<file path="config.mk">
export PLATFORM = sky130hd
export DESIGN_NAME = flight_sequencer
export DESIGN_NICKNAME = d
export VERILOG_FILES = /design/src/rtl/flight_sequencer.sv
export SDC_FILE = /design/constraint.sdc
export NUM_CORES = 1
export LEC_CHECK = 0
export CORE_MARGIN = 4
export CORE_UTILIZATION = 49
export DETAILED_ROUTE_END_ITERATION = 16
export PLACE_DENSITY = 0.76
export SLEW_MARGIN = 30
export SYNTH_ARGS = -nofsm -noshare
export SYNTH_HDL_FRONTEND = slang
export SYNTH_SLANG_ARGS = --single-unit
</file>
<file path="constraint.sdc">
create_clock -name Clk -period 2.15 [get_ports Clk]
set_input_delay 0.215 -clock Clk [delete_from_list [all_inputs] [get_ports Clk]]
set_output_delay 0.215 -clock Clk [all_outputs]
set_load 0.02 [all_outputs]
</file>
<file path="src/rtl/flight_sequencer.sv">
// Game-level sequencer for the bird physics block: divides Clk into frame ticks,
// runs the IDLE/PLAY/DYING/DONE game FSM and issues one step or flap per frame.
module flight_sequencer #(
  parameter int TICK_DIV   = 833333,
  parameter int FLOOR_Y    = 40,
  parameter int CEIL_Y     = 470,
  parameter int DEATH_HOLD = 120
) (
  input  logic        Clk,
  input  logic        reset,
  input  logic        Start,
  input  logic        Ack,
  input  logic        BtnPress,
  input  logic        Collide,
  input  logic [9:0]  Bird_Y,
  output logic        PhysReset,
  output logic        PhysStep,
  output logic        Flap,
  output logic        q_Idle,
  output logic        q_Play,
  output logic        q_Dying,
  output logic        q_Done,
  output logic [15:0] FrameCnt
);

  localparam int TW = $clog2(TICK_DIV);
  localparam int DW = (DEATH_HOLD < 1) ? 1 : $clog2(DEATH_HOLD + 1);
  localparam logic signed [9:0] FLOOR_S = 10'(FLOOR_Y);
  localparam logic signed [9:0] CEIL_S  = 10'(CEIL_Y);

  typedef enum logic [1:0] {S_IDLE, S_PLAY, S_DYING, S_DONE} state_t;

  state_t          r_state;
  state_t          w_nextState;
  logic [TW-1:0]   r_tickCnt;
  logic            r_btnPrev;
  logic            r_flapPend;
  logic            r_physStep;
  logic            r_flap;
  logic [15:0]     r_frameCnt;
  logic [DW-1:0]   r_deathCnt;

  logic            w_tick;
  logic            w_edge;
  logic signed [9:0] w_birdY;
  logic            w_atFloor;
  logic            w_atCeil;
  logic            w_dieNow;
  logic            w_stepNext;
  logic            w_flapNext;
  logic            w_flapPendNext;
  logic [15:0]     w_frameNext;
  logic [DW-1:0]   w_deathNext;

  assign w_tick    = (r_tickCnt == TW'(TICK_DIV - 1));
  assign w_edge    = BtnPress & ~r_btnPrev;
  assign w_birdY   = $signed(Bird_Y);
  assign w_atFloor = (w_birdY <= FLOOR_S);
  assign w_atCeil  = (w_birdY >= CEIL_S);
  assign w_dieNow  = Collide | w_atFloor;

  always_ff @(posedge Clk) begin
    if (reset) begin
      r_state    <= S_IDLE;
      r_tickCnt  <= '0;
      r_btnPrev  <= 1'b0;
      r_flapPend <= 1'b0;
      r_physStep <= 1'b0;
      r_flap     <= 1'b0;
      r_frameCnt <= '0;
      r_deathCnt <= '0;
    end else begin
      r_state    <= w_nextState;
      r_tickCnt  <= w_tick ? '0 : r_tickCnt + 1'b1;
      r_btnPrev  <= BtnPress;
      r_flapPend <= w_flapPendNext;
      r_physStep <= w_stepNext;
      r_flap     <= w_flapNext;
      r_frameCnt <= w_frameNext;
      r_deathCnt <= w_deathNext;
    end
  end

  // A dying bird on a tick cycle always gets a plain step, never a flap.
  always_comb begin
    w_nextState    = r_state;
    w_stepNext     = 1'b0;
    w_flapNext     = 1'b0;
    w_flapPendNext = r_flapPend;
    w_frameNext    = r_frameCnt;
    w_deathNext    = r_deathCnt;
    case (r_state)
      S_IDLE: begin
        w_flapPendNext = 1'b0;
        if (Start) begin
          w_nextState = S_PLAY;
          w_frameNext = '0;
        end
      end
      S_PLAY: begin
        if (w_edge) w_flapPendNext = 1'b1;
        if (w_tick) begin
          w_flapPendNext = 1'b0;
          if (r_frameCnt != 16'hFFFF) w_frameNext = r_frameCnt + 16'd1;
          if (!w_dieNow && (r_flapPend || w_edge) && !w_atCeil) w_flapNext = 1'b1;
          else w_stepNext = 1'b1;
        end
        if (w_dieNow) begin
          w_nextState    = S_DYING;
          w_deathNext    = '0;
          w_flapPendNext = 1'b0;
        end
      end
      S_DYING: begin
        w_flapPendNext = 1'b0;
        if (w_tick) begin
          w_stepNext  = 1'b1;
          w_deathNext = r_deathCnt + 1'b1;
        end
        if (w_atFloor || (r_deathCnt == DW'(DEATH_HOLD))) w_nextState = S_DONE;
      end
      S_DONE: begin
        w_flapPendNext = 1'b0;
        if (Ack) w_nextState = S_IDLE;
      end
      default: w_nextState = S_IDLE;
    endcase
  end

  assign PhysReset = (r_state == S_IDLE);
  assign q_Idle    = (r_state == S_IDLE);
  assign q_Play    = (r_state == S_PLAY);
  assign q_Dying   = (r_state == S_DYING);
  assign q_Done    = (r_state == S_DONE);
  assign PhysStep  = r_physStep;
  assign Flap      = r_flap;
  assign FrameCnt  = r_frameCnt;

endmodule
</file>
# Yosys cells after proc, flatten, opt, wreduce, memory -nomap -nowiden
# Index checks and enable logic that the tools add are counted.
[word_totals]
ff_bits = 49
inputBits = 16
out_inout_bits = 23
word_cells = 68
[classes]
addsub = 3
magnitude_cmp = 2
eq_ne = 14
n_mux = 21
n_bitwise = 5
n_reduce_logical = 15
[op_table]
columns = ["cell", "count"]
rows = [
  ["$mux W16", 3],
  ["$pmux W16 S2", 1],
  ["$add A20 B1 Y20 const B", 1],
  ["$eq A20 B20 Y1 const B", 1],
  ["$add A16 B1 Y16 const B", 1],
  ["$ne A16 B16 Y1 const B", 1],
  ["$mux W7", 2],
  ["$pmux W7 S2", 1],
  ["$ge A10 B10 Y1 const B", 1],
  ["$le A10 B7 Y1 const B", 1],
  ["$ne A2 B1 Y1 const B", 5],
  ["$mux W2", 4],
  ["$pmux W2 S4", 1],
  ["$reduce_and A4 Y1", 2],
  ["$add A7 B1 Y7 const B", 1],
  ["$eq A7 B7 Y1 const B", 1],
  ["$mux W1", 7],
  ["$reduce_or A3 Y1", 2],
  ["$eq A2 B2 Y1 const B", 2],
  ["$ne A2 B2 Y1 const B", 2],
  ["$ne A4 B1 Y1 const B", 1],
  ["$pmux W1 S2", 2],
  ["$reduce_bool A2 Y1", 2],
  ["$not A1 Y1", 3],
  ["other kinds (9)", 12],
]

# Depth between registers and ports, before layout
[depth]
word_depth = 8
ltp_mapped = 9

# Worst setup path before layout
# Ideal clock, no wire load.
[synth_timing]
kind = "reg-to-reg"
start = "reg r_state[1]"
end = "reg r_frameCnt[15] (netlist: FrameCnt[15])"
setup_ns = 0.070
arrival_ns = 2.115
setup_slack_ns = -0.035
stages_incl_launch_ff = 9
path_buffers = 1
synth_period_minus_slack_ns = 2.185
cell_sequence = "dfxtp_1 inv_1 ha_1 inv_1 o21a_1 a31o_2 clkbuf_1 or4_1 a21oi_1"
[synth_between]
elab_chain_len = 3
[synth_rtl]
columns = ["element", "line_no", "source"]
rows = [
  ["from (decl)", "33", "state_t r_state;"],
  ["from (signal assigned)", "73", "r_state <= w_nextState;"],
  ["$eq A2 B1 Y1 (*)", "-", ""],
  ["named net q_Play", "20", "output logic q_Play,"],
  ["$ne A2 B1 Y1 (no line) or $reduce_bool A2 Y1 (tied branches)", "-", ""],
  ["$reduce_and A4 Y1 (no line)", "-", ""],
  ["to (signal assigned)", "79", "r_frameCnt <= w_frameNext;"],
  ["to (decl)", "40", "logic [15:0] r_frameCnt;"],
]
# Mark *: on every way through the listed nets, which the timed path passes. The rest lies on a longest branch.
# A chain may end at the register's enable or synchronous reset.

# Worst setup path in the final report
[layout_timing]
start = "reg r_tickCnt[0]"
end = "reg r_deathCnt[6]"
[layout_between]
elab_chain_len = 3
[layout_rtl]
columns = ["element", "line_no", "source"]
rows = [
  ["from (decl)", "35", "logic [TW-1:0] r_tickCnt;"],
  ["from (signal assigned)", "74", "r_tickCnt <= w_tick ? '0 : r_tickCnt + 1'b1;"],
  ["$eq A20 B20 Y1", "55", "assign w_tick = (r_tickCnt == TW'(TICK_DIV - 1));"],
  ["$ne A2 B1 Y1 (no line)", "-", ""],
  ["$reduce_and A3 Y1 (no line)", "-", ""],
  ["to (signal assigned)", "80", "r_deathCnt <= w_deathNext;"],
  ["to (decl)", "41", "logic [DW-1:0] r_deathCnt;"],
]
# No other way between the ends.

==> metrics.yaml <==
logic_synthesis:
  yosysSeqAreaShare_pct: 37.76
  yosys_register_bits: 49
  yosys_most_used_dff: "dfxtp_1"
  netlist_area_sq_mm: 0.002597
  syn_inst: 306
  synth_fp_nets: 332
  yosysWarnings: 0
  syn_area_per_cell_sq_um: 8.489
  synth_cell_types: 49
  async_reset_ff_share_pct: 0
  synth_edf_count: 0
floorplanning:
  initial_core_util_pct: 50.86
  fp.coreArea_sq_mm: 0.005107
  rows: 26
  die_h_um: 80.81
  num_io_pins: 39
  die_w_um: 80.81
  die_area_sq_mm: 0.006529
detailed_routing:
  drt_iter0_drc: 183
  met1_length_mm: 2.851
  wl_per_cell_um: 13.99
  drc: 0
  drt_pre_antenna_iters: 4
  wl_mm: 6.071
  wl_met3_um: 419
  routed-via-count: 2424
  avgViaCountPerCell: 5.585
  wl_met2_mm: 2.752
  ant_nets: 0
  highest_layer: "met4"
sta:
  max_clock_freq_mhz: 475.3
  setup_tns_ps: 0
  slew_violations: 0
  clock_skew_ps: 4.455
  period_needed_ps: 2104
  finalCritPeriodShare_pct: 97.85
  finalHoldViolations: 0
  tightest_slew_ps: 640.0
  holdWs_ps: 476.2
  rsz0062_at_grt: "yes"
  slew_headroom_pct: 57.25
  setup_viol: 0
clock_network:
  htree_levels: 2
  clkSlewWorstSetupHoldPaths_ps: 90
  cts_root_buffer: "clkbuf_8"
  cts.sinks: 49
  tritoncts: "done"
  cts_hold_buf: 0
  cts_buffers: 5
  worst_skew_pair.late_latency_ps: 310
  clockBufferDepth: 2
placement:
  gp_congestion: 0.7714
  hpwlAfterDp_mm: 4.272
  place_area_sq_mm: 0.003138
  io_buffers: 38
final_layout:
  n_fill_cell: 452
  multi_input_area_sq_mm: 0.001529
  nets: 389
  num_antenna_cells: 0
  design_area_sq_mm: 0.003317
  drive_gt1_share_pct: 13.19
  area_growth_pct: 27.70
  seqCellArea_sq_um: 983.4
pwr:
  p_leak_uw: 0.001201
  power_density_mw_per_mm2: 789.6
  p_comb_share_pct: 40.0
  internal-power_uw: 1650
  pwr-share-clk_pct: 22.8
  pwr-share-seq_pct: 37.3
  switching_share_pct: 36.99
  p_sw_uw: 968.8
  ir_drop_v: 0.0005353
setup_path:
  r2r_start: "r_tickCnt[0]"
  rr_worst_depth: 8
  required_ps: 2400
  worst_setup_path_end_kind: "flip-flop"
  startpoint: "r_tickCnt[0]"
  startpoint_type: "flip-flop"
  timing.reg2reg.setup_slack_ps: 50
  cp.arrival_ps: 2350
  critPathKind: "reg -> reg"
  crit_end: "r_deathCnt[6]"
  r2r-end: "r_deathCnt[6]"
  path_max_fanout: 6
grt:
  grt_max_degree: 26
  grtUsageTotal_pct: 18.32
  grt_pass1_wl_mm: 9.528
  grt_overflow_total: 0
  grt_pass1_vias: 2117
  antenna_found_initial: 0
run:
  maxCapViolations: 0
hold_path:
  whs_path_depth: 2
  hold_class: "reg -> reg"
status:
  status: "complete, no violations"
kinds of logic (layout without fill, tap and decap cells):
| group | Yosys count | in the layout | share of synthesized area [%] |
|---|---|---|---|
| compound gates | 65 | 65 | 16.62 |
| xor+xnor | 18 | 18 | 6.069 |
| fa+ha+maj | 10 | 10 | 4.817 |
| buf+inv | 26 | 84 | 4.528 |
| flops | 49 | 49 | 37.76 |
| mux | 3 | 3 | 1.156 |
| simple gates | 135 | 135 | 29.05 |
flip-flops by register name (all words and copies together), names as in the netlist:
register / cells
Flap: 1
r_tickCnt: 20
r_flapPend: 1
r_btnPrev: 1
r_state: 2
r_deathCnt: 7
FrameCnt: 16
PhysStep: 1
critical path, cell delays in order (launching register included):
cell	delay, ps
dfxtp_2	340
inv_2	50
ha_2	140
and4b_1	230
nand3_2	140
o31a_1	400
buf_6	160
or4_1	460
a21boi_1	120
through the flow:
step / total power [uW] / setup slack, ps / utilization, % / std cells
CTS: 2523 / 10.85 / 63.40 / 428
detailed placement: 1923 / -91.80 / 61.44 / 420
global placement: 1908 / -53.07 / 61.44 / 420
global route: 2758 / -57.88 / 64.94 / 434
floorplan: 1639 / 37.26 / - / 306
finish: 2619 / 46.15 / 64.94 / 434
synth_stat cells (2+ instances only):
library cell / number / area, sq um
a31oi_1: 2 / 12.51
nand2_1: 22 / 82.58
or3_1: 3 / 18.77
and2_1: 2 / 12.51
mux2i_1: 3 / 30.03
a21o_1: 2 / 15.01
xor2_1: 12 / 105.1
nor3_1: 7 / 35.03
nor2b_1: 3 / 18.77
nand3_1: 18 / 90.09
and4_1: 2 / 17.52
and3_1: 11 / 68.82
ha_1: 10 / 125.1
inv_1: 14 / 52.55
buf_6: 2 / 22.52
o21a_1: 2 / 15.01
clkbuf_1: 8 / 30.03
o21bai_1: 2 / 15.01
a31o_2: 4 / 35.03
o21ai_0: 8 / 40.04
dfxtp_1: 49 / 980.9
nand2b_1: 4 / 25.02
o41ai_1: 2 / 17.52
xnor2_1: 6 / 52.55
o31ai_1: 13 / 97.59
nand4_1: 11 / 68.82
or4_1: 14 / 105.1
nor4_1: 3 / 18.77
a21oi_1: 19 / 95.09
a21boi_0: 2 / 15.01
nor2_1: 28 / 105.1
power groups by stage:
stage	Clock (uW)	Combinational, uW	Sequential, uW
6_report	597	1050	976
5_1_grt	641	1140	981
4_1_cts	615	933	975
3_5_place_dp	0	926	997
3_3_place_gp	0	914	994
2_1_floorplan	0	632	1010
metal layers:
layer | global-route usage [%] | vias up
met5 | 0 | -
met4 | 5.236 | 0
met3 | 3.991 | 6
met2 | 29.80 | 67
met1 | 24.40 | 1113
li1 | - | 1238
placed cells by master, fill, tap and decap left out, types with 2 or more instances in the layout:
| cell type | netlist | routed |
|---|---|---|
| nor2b_1 | 3 | 3 |
| a21oi_1 | 19 | 19 |
| ha_2 | 0 | 2 |
| and2_1 | 2 | 2 |
| nand3_1 | 18 | 17 |
| dfxtp_2 | 0 | 2 |
| ha_1 | 10 | 8 |
| mux2i_1 | 3 | 3 |
| a31o_2 | 4 | 3 |
| nor2_1 | 28 | 28 |
| or4_1 | 14 | 14 |
| and4_1 | 2 | 2 |
| o41ai_1 | 2 | 2 |
| a21boi_0 | 2 | 2 |
| inv_2 | 0 | 2 |
| dfxtp_1 | 49 | 47 |
| o31ai_1 | 13 | 13 |
| and3_1 | 11 | 11 |
| clkbuf_8 | 0 | 6 |
| nor4_1 | 3 | 3 |
| or3_1 | 3 | 3 |
| o21bai_1 | 2 | 2 |
| nand4_1 | 11 | 11 |
| nand2b_1 | 4 | 4 |
| a31oi_1 | 2 | 2 |
| o21a_1 | 2 | 2 |
| nand2_1 | 22 | 22 |
| clkdlybuf4s50_1 | 0 | 38 |
| nor3_1 | 7 | 6 |
| inv_1 | 14 | 12 |
| a21o_1 | 2 | 2 |
| xor2_1 | 12 | 12 |
| buf_4 | 1 | 23 |
| xnor2_1 | 6 | 6 |
| o21ai_0 | 8 | 8 |
layout make-up:
cell class	count	share of cell area (%)
multi-input cells	231	46.10
flip-flops and latches	49	29.65
repair buffers	62	17.01
well taps	70	2.641
clock buffers	6	2.490
inverters	14	1.584
clock inverters	2	0.5281
how the worst min path moves through the flow:
stage                             start       endpoint  slack, ps
after detailed placement  r_deathCnt[5]  r_deathCnt[5]        470
after global routing           BtnPress      r_btnPrev        510
final                     r_deathCnt[5]  r_deathCnt[5]        480
after global placement    r_deathCnt[5]  r_deathCnt[5]        450
after CTS                 r_deathCnt[5]  r_deathCnt[5]        480
after floorplan                BtnPress      r_btnPrev        340
what timing repair did:
action	CTS	global route
setup buffers	0	6
setup endpoints to repair	0	16
hold endpoints to repair	0	0
gates resized for setup	0	11
Note: power is estimated with default switching activity, not from simulation.
